==> config.mk <==
export PLATFORM = sky130hd
export DESIGN_NAME = renkon_serial_ctrl
export DESIGN_NICKNAME = d
export VERILOG_FILES = /design/src/rtl/renkon_serial_ctrl_pkg.sv /design/src/rtl/renkon_serial_ctrl_fifo.sv /design/src/rtl/renkon_serial_ctrl.sv
export SDC_FILE = /design/constraint.sdc
export NUM_CORES = 1
export LEC_CHECK = 0
export CORE_ASPECT_RATIO = 0.7
export CORE_MARGIN = 2
export CORE_UTILIZATION = 50
export CTS_CLUSTER_SIZE = 10
export DETAILED_ROUTE_END_ITERATION = 10
export DONT_BUFFER_PORTS = 1
export GPL_ROUTABILITY_DRIVEN = 1
export PLACE_DENSITY = 0.66
export SETUP_SLACK_MARGIN = 0.05
export SYNTH_ARGS = -nofsm -noshare
export SYNTH_HDL_FRONTEND = slang
export SYNTH_SLANG_ARGS = --single-unit
==> constraint.sdc <==
create_clock -name clk -period 5.85 [get_ports clk]
set_input_delay 0 -clock clk [delete_from_list [all_inputs] [get_ports clk]]
set_output_delay 0 -clock clk [all_outputs]
set_load 0.1 [all_outputs]
==> src/rtl/renkon_serial_ctrl_pkg.sv <==
// Shared constants, FSM encoding and helpers for the renkon serial controller.
// Holds default widths, FIFO depth, read latency and the core-count clamp.
package renkon_serial_ctrl_pkg;

  localparam int DWIDTH         = 16;
  localparam int OUTSIZE        = 12;
  localparam int RENKON_CORELOG = 3;
  localparam int FIFO_DEPTH     = 4;
  localparam int RD_LAT         = 2;

  typedef enum logic [1:0] {
    IDLE  = 2'd0,
    CAPT  = 2'd1,
    DRAIN = 2'd2,
    FLUSH = 2'd3
  } state_t;

  function automatic int unsigned clamp_cores(
    input int unsigned n,
    input int unsigned lim
  );
    return (n > lim) ? lim : n;
  endfunction

endpackage

==> src/rtl/renkon_serial_ctrl_fifo.sv <==
// renkon_serial_fifo: small synchronous FIFO with registered count.
// Ports: push/push_data in, pop in, pop_data/valid/count out.
module renkon_serial_fifo #(
  parameter int WIDTH = 17,
  parameter int DEPTH = 4,
  parameter int AW    = (DEPTH > 1) ? $clog2(DEPTH) : 1,
  parameter int CW    = $clog2(DEPTH + 1)
) (
  input  logic             clk,
  input  logic             rst,
  input  logic             push,
  input  logic [WIDTH-1:0] push_data,
  input  logic             pop,
  output logic [WIDTH-1:0] pop_data,
  output logic             valid,
  output logic [CW-1:0]    count
);

  logic [WIDTH-1:0] mem [DEPTH];
  logic [AW-1:0]    wptr;
  logic [AW-1:0]    rptr;
  logic             do_push;
  logic             do_pop;

  function automatic logic [AW-1:0] nxt(
    input logic [AW-1:0] p
  );
    return (p == AW'(DEPTH - 1)) ? '0 : p + AW'(1);
  endfunction

  assign do_pop   = pop && (count != '0);
  assign do_push  = push && ((count != CW'(DEPTH)) || do_pop);
  assign pop_data = mem[rptr];
  assign valid    = (count != '0);

  always_ff @(posedge clk) begin
    if (rst) begin
      wptr  <= '0;
      rptr  <= '0;
      count <= '0;
      for (int i = 0; i < DEPTH; i++) begin
        mem[i] <= '0;
      end
    end else begin
      if (do_push) begin
        mem[wptr] <= push_data;
        wptr      <= nxt(wptr);
      end
      if (do_pop) begin
        rptr <= nxt(rptr);
      end
      // simultaneous push and pop leaves count unchanged
      if (do_push && !do_pop) begin
        count <= count + CW'(1);
      end else if (do_pop && !do_push) begin
        count <= count - CW'(1);
      end
    end
  end

endmodule

==> src/rtl/renkon_serial_ctrl.sv <==
// Serial-matrix controller: broadcast capture, then per-core drain to a stream.
// Optional RENKON_SERIAL_STALL_EN adds stall_cnt (out backpressure cycles).
module renkon_serial_ctrl
  import renkon_serial_ctrl_pkg::*;
#(
  parameter int DWIDTH         = renkon_serial_ctrl_pkg::DWIDTH,
  parameter int OUTSIZE        = renkon_serial_ctrl_pkg::OUTSIZE,
  parameter int RENKON_CORELOG = renkon_serial_ctrl_pkg::RENKON_CORELOG
) (
  input  logic                    clk,
  input  logic                    rst,
  input  logic                    wr_start,
  input  logic [OUTSIZE-1:0]      wr_len,
  input  logic                    in_valid,
  input  logic                    rd_start,
  input  logic [OUTSIZE-1:0]      rd_len,
  input  logic [RENKON_CORELOG:0] rd_cores,
  output logic                    serial_we,
  output logic [OUTSIZE-1:0]      serial_addr,
  output logic [RENKON_CORELOG:0] serial_re,
  input  logic [DWIDTH-1:0]       mat_data,
  output logic [DWIDTH-1:0]       out_data,
  output logic                    out_valid,
  input  logic                    out_ready,
  output logic                    out_last,
  output logic                    busy,
  output logic                    done
`ifdef RENKON_SERIAL_STALL_EN
  ,
  output logic [31:0]             stall_cnt
`endif
);

  localparam int          CW    = RENKON_CORELOG + 1;
  localparam int unsigned NCORE = 1 << RENKON_CORELOG;
  localparam int          FCW   = $clog2(FIFO_DEPTH + 1);
  localparam int          OW    = $clog2(FIFO_DEPTH + RD_LAT + 1);

  state_t             state;
  logic [OUTSIZE-1:0] wcnt;
  logic [OUTSIZE-1:0] wlen;
  logic [OUTSIZE-1:0] rcnt;
  logic [OUTSIZE-1:0] rlen;
  logic [CW-1:0]      k;
  logic [CW-1:0]      ncores;
  logic [RD_LAT-1:0]  infl;
  logic [RD_LAT-1:0]  infl_last;
  logic [FCW-1:0]     fifo_count;
  logic [DWIDTH:0]    fifo_q;
  logic               fifo_valid;
  logic [OW-1:0]      occ;
  logic               room;
  logic               issue;
  logic               issue_last;
  logic               addr_end;

  // occupancy counts words already buffered plus reads still in flight,
  // so an issued read always has a FIFO slot when its data returns
  always_comb begin
    occ = OW'(fifo_count);
    for (int i = 0; i < RD_LAT; i++) begin
      occ = occ + OW'(infl[i]);
    end
  end

  assign room       = (occ < OW'(FIFO_DEPTH));
  assign addr_end   = (rcnt == rlen - OUTSIZE'(1));
  assign issue      = (state == DRAIN) && room;
  assign issue_last = issue && addr_end && (k == ncores);
  assign busy       = (state != IDLE);

  always_ff @(posedge clk) begin
    if (rst) begin
      state       <= IDLE;
      wcnt        <= '0;
      wlen        <= '0;
      rcnt        <= '0;
      rlen        <= '0;
      k           <= '0;
      ncores      <= '0;
      infl        <= '0;
      infl_last   <= '0;
      serial_we   <= 1'b0;
      serial_re   <= '0;
      serial_addr <= '0;
      done        <= 1'b0;
    end else begin
      done        <= 1'b0;
      serial_we   <= 1'b0;
      serial_re   <= '0;
      serial_addr <= '0;
      infl        <= {infl[RD_LAT-2:0], issue};
      infl_last   <= {infl_last[RD_LAT-2:0], issue_last};
      unique case (state)
        IDLE: begin
          if (wr_start) begin
            if (wr_len == '0) begin
              done <= 1'b1;
            end else begin
              wlen  <= wr_len;
              wcnt  <= '0;
              state <= CAPT;
            end
          end else if (rd_start) begin
            if ((rd_len == '0) || (rd_cores == '0)) begin
              done <= 1'b1;
            end else begin
              rlen   <= rd_len;
              ncores <= CW'(clamp_cores(32'(rd_cores), NCORE));
              k      <= CW'(1);
              rcnt   <= '0;
              state  <= DRAIN;
            end
          end
        end
        CAPT: begin
          if (in_valid) begin
            serial_we   <= 1'b1;
            serial_addr <= wcnt;
            wcnt        <= wcnt + OUTSIZE'(1);
            if (wcnt == wlen - OUTSIZE'(1)) begin
              state <= IDLE;
              done  <= 1'b1;
            end
          end
        end
        DRAIN: begin
          if (room) begin
            serial_re   <= k;
            serial_addr <= rcnt;
            if (addr_end) begin
              rcnt <= '0;
              k    <= k + CW'(1);
              if (k == ncores) begin
                state <= FLUSH;
              end
            end else begin
              rcnt <= rcnt + OUTSIZE'(1);
            end
          end
        end
        FLUSH: begin
          if ((fifo_count == '0) && (infl == '0)) begin
            state <= IDLE;
            done  <= 1'b1;
          end
        end
      endcase
    end
  end

  renkon_serial_fifo #(
    .WIDTH (DWIDTH + 1),
    .DEPTH (FIFO_DEPTH)
  ) u_fifo (
    .clk       (clk),
    .rst       (rst),
    .push      (infl[RD_LAT-1]),
    .push_data ({infl_last[RD_LAT-1], mat_data}),
    .pop       (out_ready),
    .pop_data  (fifo_q),
    .valid     (fifo_valid),
    .count     (fifo_count)
  );

  assign out_data  = fifo_q[DWIDTH-1:0];
  assign out_valid = fifo_valid;
  assign out_last  = fifo_valid & fifo_q[DWIDTH];

`ifdef RENKON_SERIAL_STALL_EN
  always_ff @(posedge clk) begin
    if (rst) begin
      stall_cnt <= '0;
    end else if ((state == IDLE) && !wr_start && rd_start) begin
      stall_cnt <= '0;
    end else if (((state == DRAIN) || (state == FLUSH)) &&
                 out_valid && !out_ready && (stall_cnt != '1)) begin
      stall_cnt <= stall_cnt + 32'd1;
    end
  end
`endif

endmodule

**After elaboration in Yosys (flattened, before gate mapping)**

Memories as Yosys holds them, arrays and structs flattened. A register that Yosys moved wholly into a read port is not among the register bits.
Cells that the tools add are included.

- Add/sub/neg operators: 11
- Magnitude comparators: 2
- Equality and inequality tests: 23
- Multiplexer cells: 54
- Bitwise operators: 7
- Reductions and logical operators: 32

Operator list:

| kind | number |
|---|---|
| 12-bit two-way mux | 10 |
| 12-bit case mux with 2 select lines | 3 |
| 2-bit two-way mux | 15 |
| 12-bit by 1-bit adder with 12-bit output (second input constant) | 2 |
| 12-bit == test | 2 |
| 12-bit zero test | 2 |
| 4-bit two-way mux | 6 |
| 12-bit by 1-bit subtractor with 12-bit output (second input constant) | 2 |
| 2-bit != test (second input constant) | 10 |
| 17-bit two-way mux | 1 |
| 17-bit OR reduction | 1 |
| 1-bit two-way mux | 14 |
| 3-bit != test (second input constant) | 4 |
| 9-bit AND reduction | 1 |
| 2-bit == test (second input constant) | 4 |
| 1-bit logical AND | 8 |
| 2-bit case mux with 4 select lines | 1 |
| 4-bit case mux with 2 select lines | 1 |
| 4-bit AND reduction | 2 |
| 2-bit nonzero test | 4 |
| 3-bit by 1-bit adder with 3-bit output | 2 |
| 3-bit two-way mux | 2 |
| 1-bit NOT | 6 |
| 6-bit AND reduction | 1 |
| 21 further kinds | 25 |

- Bits in registers: 87
- Bits in writable memories: 68
- Input bits: 50
- Output and inout port bits: 37
- Word-level logic and storage cells: 146
- Memories kept: 1

Memories:

| name | depth | width | rd ports | clocked after memory_dff | write ports | line | source |
|---|---|---|---|---|---|---|---|
| u_fifo.mem | 4 | 17 | 1 | 1 | 4 | renkon_serial_ctrl_fifo.sv:19 | `logic [WIDTH-1:0] mem [DEPTH];` |

**Longest topological paths before layout**

Gate-level depths: netlist of the first run.

- Word-level depth: 9
- Gate-level depth with buffers: 12
- Mapped depth without buffers: 9

**Hierarchy**

A second synthesis of the first run with hierarchy kept.

- Cells, all modules: 695
- Area total of the unflattened synthesis: 7,659.8 um^2

Modules (own cells, without submodules):

| module | instances | cells each | area each (um^2) | sequential area each (um^2) |
|---|---|---|---|---|
| renkon_serial_ctrl | 1 | 484 | 4,181.5 | 1,601.5 |
| renkon_serial_fifo | 1 | 211 | 3,478.3 | 2,222.1 |

**Least setup slack after synthesis of the first run**

No wires, ideal clock.

- Kind: register -> register
- Start: register u_fifo.count[0]
- End: register u_fifo.count[2]
- Setup time: 71 ps
- Arrival time: 2,757 ps
- Data required time: 5,779 ps
- Slack: 3,022 ps
- Cell stages (with the launch flop): 10
- Buffers on the path: 1
- Period minus slack after synthesis: 2,828 ps
- Cells stage by stage: dfxtp_1 -> or3_1 -> clkbuf_1 -> nand2_1 -> ha_1 -> inv_1 -> fa_1 -> xor2_1 -> or3_1 -> a21oi_1

- Cells in the longest elaborated chain, start to end: 7
- Elaborated cells on any way between the ends: 14
- Those cells by class: add/sub (2); eq/ne (1); mux (2); reduce/logical (9)

RTL lines:

| item | line | source |
|---|---|---|
| start: declaration | renkon_serial_ctrl_fifo.sv:16 | `output logic [CW-1:0] count` |
| start signal: assignment | renkon_serial_ctrl_fifo.sv:54 | `count <= count + CW'(1);` |
| start signal: assignment | renkon_serial_ctrl_fifo.sv:56 | `count <= count - CW'(1);` |
| 3-bit nonzero test (*) | n/a |  |
| via out_valid | renkon_serial_ctrl.sv:23 | `output logic out_valid,` |
| 1-bit logical AND (*) | renkon_serial_ctrl_fifo.sv:31 | `assign do_pop = pop && (count != '0);` |
| 1-bit logical OR | renkon_serial_ctrl_fifo.sv:32 | `assign do_push = push && ((count != CW'(DEPTH)) \|\| do_pop);` |
| 1-bit logical AND | renkon_serial_ctrl_fifo.sv:32 |  |
| 1-bit zero test | renkon_serial_ctrl_fifo.sv:55 | `end else if (do_pop && !do_push) begin` |
| 1-bit logical AND | renkon_serial_ctrl_fifo.sv:55 |  |
| 2-bit nonzero test (no line) | n/a |  |

Mark *: on every way through the listed nets, which the timed path passes. The rest lies on a longest branch. The select of a mux whose other input is x is not followed.
A chain may end at the register's enable or synchronous reset.

**Worst setup path after layout of the first run**

- Start: register rlen[0]
- End: register state[0]

- Cells in the longest elaborated chain, start to end: 4

RTL lines:

| item | line | source |
|---|---|---|
| start: declaration | renkon_serial_ctrl.sv:43 | `logic [OUTSIZE-1:0] rlen;` |
| start signal: assignment | renkon_serial_ctrl.sv:108 | `rlen <= rd_len;` |
| 12-bit by 1-bit subtractor with 12-bit output | renkon_serial_ctrl.sv:67 | `assign addr_end = (rcnt == rlen - OUTSIZE'(1));` |
| 12-bit == test | renkon_serial_ctrl.sv:67 |  |
| 2-bit != test (no line) | n/a |  |
| 9-bit AND reduction (no line) | n/a |  |
| end signal: assignment | renkon_serial_ctrl.sv:74 | `state <= IDLE;` |
| end signal: assignment | renkon_serial_ctrl.sv:102 | `state <= CAPT;` |
| end signal: assignment | renkon_serial_ctrl.sv:112 | `state <= DRAIN;` |
| end: declaration | renkon_serial_ctrl.sv:39 | `state_t state;` |

No other way between the ends.

==> results of run 1 <==
==> per-stage QoR <==
stage / area, um2 / hold slack, ps
2_1_floorplan: 7570 / 139
3_3_place_gp: 7730 / 77.9
3_5_place_dp: 7730 / 79.7
4_1_cts: 8830 / 22.3
5_1_grt: 8830 / 52.8
6_report: 8830 / 5.42
==> registers in the layout, summed over array words and instances (netlist names), named ones only <==
| register | flops |
|---|---|
| u_fifo.mem | 68 |
| rcnt | 12 |
| rlen | 12 |
| serial_addr | 12 |
| wcnt | 12 |
| wlen | 12 |
| k | 4 |
| ncores | 4 |
| serial_re | 4 |
| u_fifo.count | 3 |
| infl | 2 |
| infl_last | 2 |
| state | 2 |
| u_fifo.rptr | 2 |
| u_fifo.wptr | 2 |
| done | 1 |
| serial_we | 1 |
==> synth_stat cells (4+ instances only) <==
cell type / n
sky130_fd_sc_hd__ha_1: 13
sky130_fd_sc_hd__inv_1: 17
sky130_fd_sc_hd__dfxtp_1: 89
sky130_fd_sc_hd__a31oi_1: 6
sky130_fd_sc_hd__edfxtp_1: 68
sky130_fd_sc_hd__nor2_1: 84
sky130_fd_sc_hd__mux2i_1: 28
sky130_fd_sc_hd__and3_1: 11
sky130_fd_sc_hd__a21o_1: 4
sky130_fd_sc_hd__o21ai_0: 7
sky130_fd_sc_hd__nand2b_1: 4
sky130_fd_sc_hd__nor4_1: 18
sky130_fd_sc_hd__nand3_1: 16
sky130_fd_sc_hd__a22oi_1: 12
sky130_fd_sc_hd__nand2_1: 25
sky130_fd_sc_hd__buf_2: 5
sky130_fd_sc_hd__xnor2_1: 29
sky130_fd_sc_hd__clkbuf_1: 26
sky130_fd_sc_hd__xor2_1: 28
sky130_fd_sc_hd__nand4_1: 14
sky130_fd_sc_hd__nor2b_1: 7
sky130_fd_sc_hd__nor3_1: 12
sky130_fd_sc_hd__and2_1: 72
sky130_fd_sc_hd__or2_2: 4
sky130_fd_sc_hd__buf_1: 4
sky130_fd_sc_hd__mux4_2: 17
sky130_fd_sc_hd__a21oi_1: 20
==> layout make-up <==
class / count / area [um2]
clock buffers: 19 / 433
well taps: 195 / 244
fillers: 1191 / 5940
multi-input cells: 485 / 3540
repair buffers: 62 / 611
clock inverters: 13 / 116
flip-flops and latches: 157 / 3820
inverters: 17 / 63.8
==> cell families after synthesis <==
family	after synthesis	share of synthesized area
flip-flops	157	0.505
AND/OR/NAND/NOR	290	0.208
multiplexers	46	0.0890
AO/OA/AOI/OAI	78	0.0770
adder cells (fa/ha/maj)	14	0.0241
XOR/XNOR	57	0.0659
buffers and inverters	56	0.0312
==> where the power goes <==
part           total, mW  leakage, nW  internal (mW)  switching (mW)
clock network       1.03        0.253          0.585           0.445
registers           1.35         1.42           1.23           0.118
logic               1.12         1.69          0.355           0.763
total               3.49         3.36           2.17            1.32
==> worst max-delay path, stage by stage, from the launching register on <==
cell,delay [ps]
sky130_fd_sc_hd__dfxtp_1,500
sky130_fd_sc_hd__inv_1,100
sky130_fd_sc_hd__ha_1,420
sky130_fd_sc_hd__o21bai_1,260
sky130_fd_sc_hd__a211oi_1,270
sky130_fd_sc_hd__a31oi_1,70
sky130_fd_sc_hd__o211a_1,280
sky130_fd_sc_hd__nor4_1,440
sky130_fd_sc_hd__o221a_2,320
sky130_fd_sc_hd__mux2_2,350
==> worst max-delay path by stage <==
stage,cells after the start,to
after floorplan,9,u_fifo.count[2]
after global placement,9,wcnt[8]
after detailed placement,9,state[0]
after CTS,9,state[0]
after global routing,9,state[0]
final,9,state[0]
==> routing by layer <==
| layer | part of all wire | vias to the layer above | wire length [um] | global-route usage |
|---|---|---|---|---|
| li1 | - | 2586 | - | - |
| met1 | 0.48 | 2589 | 8400 | 0.324 |
| met2 | 0.44 | 138 | 7680 | 0.332 |
| met3 | 0.067 | 19 | 1160 | 0.0677 |
| met4 | 0.010 | 0 | 175 | 0.0701 |
| met5 | 0 | - | 0 | 0 |
==> results_dict.tcl, run 1 <==
set metrics [dict create \
    synth.avg_cell_area_um2 10.9 \
    hold_viol_final 0 \
    worstPathMaxFanout 13 \
    synthTopCellsByArea "sky130_fd_sc_hd__edfxtp_1 27%, sky130_fd_sc_hd__dfxtp_1 24%, sky130_fd_sc_hd__and2_1 5.9%" \
    drv.max_cap_violation_count 0 \
    globalRoute.totalOverflow 0 \
    clkLatencyLatePin_ps 430 \
    worstSetupEndpointType "flop" \
    vias 5332 \
    setup_repair_after_global_routing_missed_its_margin "false" \
    synth_sequential_area_ratio 0.505 \
    post_synth_edffs 68 \
    initial_core_util 0.513 \
    synthDistinctLibCells 65 \
    place.port_buffers 0 \
    numCtsBuffers 17 \
    antenna_found_initial 0 \
    hpwlAfterDp_um 11800 \
    first_pass_grt_wire_length_um 27800 \
    fin_skew_ps 11.4 \
    cts-root-to-sink-buffers 2 \
    drt_iter0_drc 458 \
    power.density_cell_area_mw_per_mm2 395 \
    critPathLaunchType "flop" \
    r2r_setup_slack_ps 2740 \
    r2r_start "rlen[0]" \
    criticalPathCategory "flop to flop" \
    synth.top_cell.area_share 0.270 \
    timing.critical_path.from "rlen[0]" \
    finalWeightedCongestion 0.832 \
    cts_resized 0 \
    most_frequent_cells_in_the_layout "89 x sky130_fd_sc_hd__dfxtp_1, 84 x sky130_fd_sc_hd__nor2_1, 72 x sky130_fd_sc_hd__and2_1" \
    detailedPlace.worstSlack_ps 2830 \
    timing.slew.headroom 0.283 \
    grt.total_usage 0.227 \
    cts.sink_count 157 \
    die_w_um 151 \
    drt_pass1_iterations 4 \
    placeableCoreArea_mm2 0.0148 \
    syn_inst 698 \
    number_of_global_route_vias_before_repair 5367 \
    tightestPinTransition_ps 1080 \
    crit-reg2reg-capture "state[0]" \
    outcome "finished clean" \
    post-route-min-period_ps 3110 \
    worst_hold_path.num_cells 2 \
    synth.yosys.warnings 0 \
    worstHoldStart "rst" \
    leakage_nw 3.36 \
    worst_setup_hold_path_clk_slew_ps 60 \
    finish.utilization 0.598 \
    die_y_um 107 \
    ctsHoldBuffers 54 \
    total_power_mw 3.49 \
    setup_total_negative_slack_ps 0 \
    hold_class "primary input to flop" \
    placement_rows 37 \
    power.ir.vdd_worst_v 0.000216 \
    cts_setup_buffers 0 \
    final_max_slew_viol_count 0 \
    final_ws_setup_ps 2740 \
    syn-num-nets 762 \
    yosysTopAreaCell "sky130_fd_sc_hd__edfxtp_1" \
    worst_ep_required_time_ps 6160 \
    num_io_pins 87 \
    antenna_violating_nets_post_route 0 \
    final_min_period_over_clock_period 0.531 \
    viasPerCell 5.62 \
    average_wire_length_per_cell_after_detail_routing_um 18.4 \
    root_buf_cell "sky130_fd_sc_hd__clkbuf_16" \
    post_layout_cell_count 948 \
    hold_end "wcnt[9]" \
    dpl.cell_count 862 \
    finalWirelength_um 17400 \
    n_antenna_cell 0 \
    tritoncts "built" \
    worst_ep_arrival_time_ps 3420 \
    layout-area-overhead-vs-synth_pct 16.6 \
    grt_max_degree 49 \
    f_max_mhz 322 \
    report.final.setup_viol 0 \
    die_area_mm2 0.0162 \
    htree_num_levels 4 \
    predominant_post_synthesis_flop_cell "sky130_fd_sc_hd__dfxtp_1" \
    nNetsFinal 804 \
    worst_r2r_path_depth 9 \
    async_flop_share 0 \
    syn_area_mm2 0.00757 \
    yosys_register_bits 157 \
    layout.cells.most_common "sky130_fd_sc_hd__dfxtp_1" \
    drt_drc_violations_left 0 \
    drive_gt1_frac 0.102 \
]
Power figures use the tool's default switching activity.
==> run 2, diff against run 1 <==
==> constraint.sdc (replaced) <==
create_clock -name clk -period 3.1 [get_ports clk]
set_input_delay 0 -clock clk [delete_from_list [all_inputs] [get_ports clk]]
set_output_delay 0 -clock clk [all_outputs]
set_load 0.1 [all_outputs]
==> run 2 against run 1 <==
Total power grew 98%. Cell count is 0.32% higher. Register-to-register slack got worse by 2500 ps. Clock-buffer cell count increased by 4. First-iteration DRC count grew 11%. Clock power is 110% higher. Die area did not move. Worst setup slack got worse by 2500 ps. Critical endpoint is now ncores[1]. Flip-flop and latch count did not move. Global-route usage about the same. Clock skew decreased by 0.76 ps.
==> results_dict.tcl, run 2 (synthesis results as in run 1) <==
set metrics [dict create \
    final_min_period_over_clock_period 0.917 \
    clkLatencyLatePin_ps 420 \
    place.port_buffers 0 \
    drt_drc_violations_left 0 \
    die_w_um 151 \
    critPathLaunchType "flop" \
    hold_end "wcnt[9]" \
    grt.total_usage 0.227 \
    r2r_setup_slack_ps 260 \
    detailed_place.area_mm2 0.00779 \
    layout-area-overhead-vs-synth_pct 17.8 \
    placeableCoreArea_mm2 0.0148 \
    f_max_mhz 352 \
    setup_repair_after_global_routing_missed_its_margin "false" \
    num_io_pins 87 \
    worstSetupEndpointType "flop" \
    hold_class "primary input to flop" \
    drt_pass1_iterations 6 \
    tritoncts "built" \
    vias 5415 \
    viasPerCell 5.69 \
    worst_hold_path.num_cells 2 \
    finish.instance_area_mm2 0.00892 \
    register_name_with_the_most_flops "u_fifo.mem" \
    tightestPinTransition_ps 1030 \
    final_max_slew_viol_count 0 \
    post-route-min-period_ps 2840 \
    power.density_cell_area_mw_per_mm2 773 \
    fin_skew_ps 10.6 \
    flip_flop_count_of_the_largest_register_all_copies_and_words_added 68 \
    n_antenna_cell 0 \
    numCtsBuffers 17 \
    finalWirelength_um 17600 \
    grt_max_degree 49 \
    die_area_mm2 0.0162 \
    nNetsFinal 807 \
    worst_ep_arrival_time_ps 3210 \
    timing.critical_path.from "state[0]" \
    worstHoldStart "rst" \
    number_of_global_route_vias_before_repair 5173 \
    antenna_violating_nets_post_route 0 \
    drt_iter0_drc 508 \
    worst_ep_required_time_ps 3470 \
    most_frequent_cells_in_the_layout "89 x sky130_fd_sc_hd__dfxtp_1, 84 x sky130_fd_sc_hd__nor2_1, 72 x sky130_fd_sc_hd__and2_1" \
    power.ir.vdd_worst_v 0.000419 \
    leakage_nw 3.43 \
    antenna_found_initial 0 \
    cts-root-to-sink-buffers 2 \
    hold_viol_final 0 \
    globalRoute.totalOverflow 0 \
    drv.max_cap_violation_count 0 \
    finalWeightedCongestion 0.892 \
    die_y_um 107 \
    report.final.setup_viol 0 \
    placement_rows 37 \
    hpwlAfterDp_um 12000 \
    layout.cells.most_common "sky130_fd_sc_hd__dfxtp_1" \
    outcome "finished clean" \
    final.hold.worst_slack_ps 19.2 \
    setup_total_negative_slack_ps 0 \
    criticalPathCategory "flop to flop" \
    drive_gt1_frac 0.116 \
    timing.slew.headroom 0.311 \
    htree_num_levels 4 \
    crit-reg2reg-capture "ncores[1]" \
    average_wire_length_per_cell_after_detail_routing_um 18.5 \
    worstPathMaxFanout 12 \
    first_pass_grt_wire_length_um 27700 \
    worst_r2r_path_depth 6 \
    r2r_start "state[0]" \
    root_buf_cell "sky130_fd_sc_hd__clkbuf_16" \
    initial_core_util 0.513 \
    worst_setup_hold_path_clk_slew_ps 60 \
    cts.sink_count 157 \
]
==> run 2: changes by cell type in the layout (fill, tap and decap cells not counted), sizes merged <==
cell | previous run | this run
buf | 9 | 17
bufinv | 1 | 3
clkbuf | 19 | 23
clkinv | 5 | 3
clkinvlp | 5 | 0
dlygate4sd3 | 53 | 48
inv | 19 | 20
==> run 2: per-stage QoR <==
stage | setup slack [ps] | util | cells | total power [mW]
finish | 256 | 0.604 | 951 | 6.90
global route | 69.2 | 0.604 | 951 | 7.18
CTS | 168 | 0.604 | 951 | 6.92
detailed placement | 192 | 0.528 | 870 | 4.65
global placement | 216 | 0.528 | 870 | 4.60
floorplan | 272 | - | 698 | 4.33
==> run 2: where the power goes <==
part           switching [mW]  total, mW  internal (mW)
sequential              0.225       2.54           2.32
combinational            1.46       2.16          0.701
clock                   0.827       2.20           1.37
==> run 2: final cells by class <==
cell class              count  area, um2
well taps                 195        244
inverters                  17       63.8
clock buffers              23        493
flip-flops and latches    157       3820
repair buffers             65        621
fillers                  1196       5840
clock inverters             9        130
multi-input cells         485       3550
==> run 2: how the worst max path moves through the flow <==
stage	end	slack, ps	cells past startpoint
after CTS	state[0]	170	9
after floorplan	u_fifo.count[2]	270	9
final	ncores[1]	260	6
after detailed placement	state[0]	190	9
after global placement	state[0]	220	9
after global routing	ncores[1]	70	6
==> run 2: critical path, cell delays in order, from the launching register on <==
cell and delay [ps]:
sky130_fd_sc_hd__dfxtp_1 330, sky130_fd_sc_hd__inv_1 110, sky130_fd_sc_hd__ha_1 330, sky130_fd_sc_hd__nand4_1 610, sky130_fd_sc_hd__or3b_2 690, sky130_fd_sc_hd__a21oi_1 160
sky130_fd_sc_hd__dlygate4sd3_1 570
==> run 2: timing repair <==
action,CTS,global route
buffers inserted,0,0
hold endpoints to repair,128,0
hold buffers,49,0
endpoints found under the setup margin,0,2
resized for setup,0,2
==> run 2: metal layers <==
layer | track usage | up-vias | part of all wire
met5 | 0 | - | 0
met4 | 0.0721 | 0 | 0.011
met3 | 0.0532 | 15 | 0.071
met2 | 0.335 | 176 | 0.44
met1 | 0.330 | 2640 | 0.48
li1 | - | 2584 | -
==> run 3, diff against run 2 <==
--- a/config.mk
+++ b/config.mk
@@ -7,12 +7,12 @@
 export LEC_CHECK = 0
 export CORE_ASPECT_RATIO = 0.7
 export CORE_MARGIN = 2
-export CORE_UTILIZATION = 50
+export CORE_UTILIZATION = 30
 export CTS_CLUSTER_SIZE = 10
 export DETAILED_ROUTE_END_ITERATION = 10
 export DONT_BUFFER_PORTS = 1
 export GPL_ROUTABILITY_DRIVEN = 1
-export PLACE_DENSITY = 0.66
+export PLACE_DENSITY = 0.45
 export SETUP_SLACK_MARGIN = 0.05
 export SYNTH_ARGS = -nofsm -noshare
 export SYNTH_HDL_FRONTEND = slang
==> run 3 against run 2 <==
First-iteration DRC count down 22%. Critical path type unchanged. Via count down 0.17%. Highest routed layer unchanged. Global-route usage down 7.1 points. Clock power about the same. Final area up 2.0%. Maximum frequency down 1.7%. Die area up 64%. Clock-buffer cell count down 5. Worst setup slack worse by 50 ps.
==> results_dict.tcl, run 3 (synthesis results as in run 1) <==
set metrics [dict create \
    outcome "finished clean" \
    worst_ep_required_time_ps 3420 \
    die_w_um 194 \
    clkLatencyLatePin_ps 430 \
    n_antenna_cell 0 \
    total_power_mw 6.91 \
    criticalPathCategory "flop to flop" \
    initial_core_util 0.306 \
    fin_skew_ps 7.07 \
    busiest_layer "met2" \
    drt_iter0_drc 395 \
    hold_viol_final 0 \
    report.final.setup_viol 0 \
    final_min_period_over_clock_period 0.934 \
    placeableCoreArea_mm2 0.0247 \
    hold_class "primary input to flop" \
    layout.cells.most_common "sky130_fd_sc_hd__dfxtp_1" \
    antenna_violating_nets_post_route 0 \
    number_of_global_route_vias_before_repair 5538 \
    critPathLaunchType "flop" \
    f_max_mhz 345 \
    cts_setup_buffers 0 \
    post-route-min-period_ps 2890 \
    power.density_cell_area_mw_per_mm2 759 \
    flip_flop_count_of_the_largest_register_all_copies_and_words_added 68 \
    timing.slew.headroom 0.312 \
    cts-root-to-sink-buffers 2 \
    die_area_mm2 0.0266 \
    finish.instance_area_mm2 0.00910 \
    grt.total_usage 0.155 \
    vias 5406 \
    cts.sink_count 157 \
    setup_repair_after_global_routing_missed_its_margin "false" \
    drt_drc_violations_left 0 \
    final_max_slew_viol_count 0 \
    cts_resized 0 \
    groute.layer.met1.usage 0.221 \
    nNetsFinal 811 \
    tightestPinTransition_ps 1030 \
    worst_ep_arrival_time_ps 3210 \
    worstPathMaxFanout 6 \
    hpwlAfterDp_um 13700 \
    num_io_pins 87 \
    globalRoute.totalOverflow 0 \
    power.ir.vdd_worst_v 0.000392 \
    tritoncts "built" \
    place.port_buffers 0 \
    most_frequent_cells_in_the_layout "89 x sky130_fd_sc_hd__dfxtp_1, 84 x sky130_fd_sc_hd__nor2_1, 72 x sky130_fd_sc_hd__and2_1" \
    drv.max_cap_violation_count 0 \
    setup_total_negative_slack_ps 0 \
    average_wire_length_per_cell_after_detail_routing_um 18.3 \
    finish.utilization 0.368 \
    grt_max_degree 49 \
    layout-area-overhead-vs-synth_pct 20.2 \
    worstSetupEndpointType "flop" \
    final.hold.worst_slack_ps 20.1 \
    root_buf_cell "sky130_fd_sc_hd__clkbuf_16" \
    detailed_place.area_mm2 0.00797 \
    drt_pass1_iterations 5 \
    use_met2 0.237 \
    die_y_um 137 \
    leakage_nw 3.43 \
    first_pass_grt_wire_length_um 31600 \
    worst_setup_hold_path_clk_slew_ps 70 \
    register_name_with_the_most_flops "u_fifo.mem" \
    htree_num_levels 4 \
    viasPerCell 4.98 \
    placement_rows 48 \
    finalWirelength_um 19800 \
    numCtsBuffers 17 \
    drive_gt1_frac 0.117 \
    antenna_found_initial 0 \
    grtUsageMet3 0.0360 \
    finalWeightedCongestion 0.861 \
]
run 3: cell types whose count changed in the layout (fill, tap and decap cells not counted), sizes merged:
cell	before	now
clkinvlp	0	2
clkbuf	23	18
buf	17	19
dlygate4sd3	48	50
inv	20	23
run 3: timing repair:
item                                    4_1_cts  5_1_grt
endpoints found under the setup margin        0        0
endpoints found under the hold margin       128        0
hold buffers                                 51        0
run 3: final cells by class:
cell class,instances,area [um2]
clock buffer,18,429
inverter,17,63.8
sequential,157,3820
clock inverter,14,183
tap,325,407
fill,2452,15600
multi-input combinational,485,3540
timing repair buffer,69,656
run 3: worst max-delay path: stages (launching register included):
cell and delay, ps:
sky130_fd_sc_hd__dfxtp_1 450, sky130_fd_sc_hd__inv_1 90, sky130_fd_sc_hd__ha_1 320, sky130_fd_sc_hd__xnor2_1 130, sky130_fd_sc_hd__nor4_1 310, sky130_fd_sc_hd__nand3_1 140, sky130_fd_sc_hd__a2111oi_0 560, sky130_fd_sc_hd__buf_4 230
sky130_fd_sc_hd__o221a_2 210, sky130_fd_sc_hd__mux2_2 330
run 3: where the power goes:
group          internal [mW]  switching [mW]  total (mW)  leakage, nW
Clock                   1.29           0.912        2.20        0.294
Sequential              2.32           0.206        2.52         1.42
Combinational          0.704            1.48        2.19         1.71
Total                   4.31            2.60        6.91         3.43
run 3: worst paths after layout:
path / slack [ps] / cells past startpoint / startpoint / to
setup / recovery: 210 / 9 / wlen[0] / state[0]
hold / removal: 20 / 2 / rst / wcnt[0]
setup reg to reg: 210 / 9 / wlen[0] / state[0]
hold reg to reg: 450 / 1 / infl_last[0] / infl_last[1]
run 3: per-stage QoR:
stage	cells	worst slack, ps
2_1_floorplan	698	272
3_3_place_gp	1002	259
3_5_place_dp	1002	269
4_1_cts	1085	239
5_1_grt	1085	51.4
6_report	1085	205
run 3: routing by layer:
layer	share of wire	routed length, um	vias up
met5	0	0	-
met4	0.0094	186	0
met3	0.042	835	15
met2	0.44	8690	100
met1	0.51	10100	2690
li1	-	-	2601
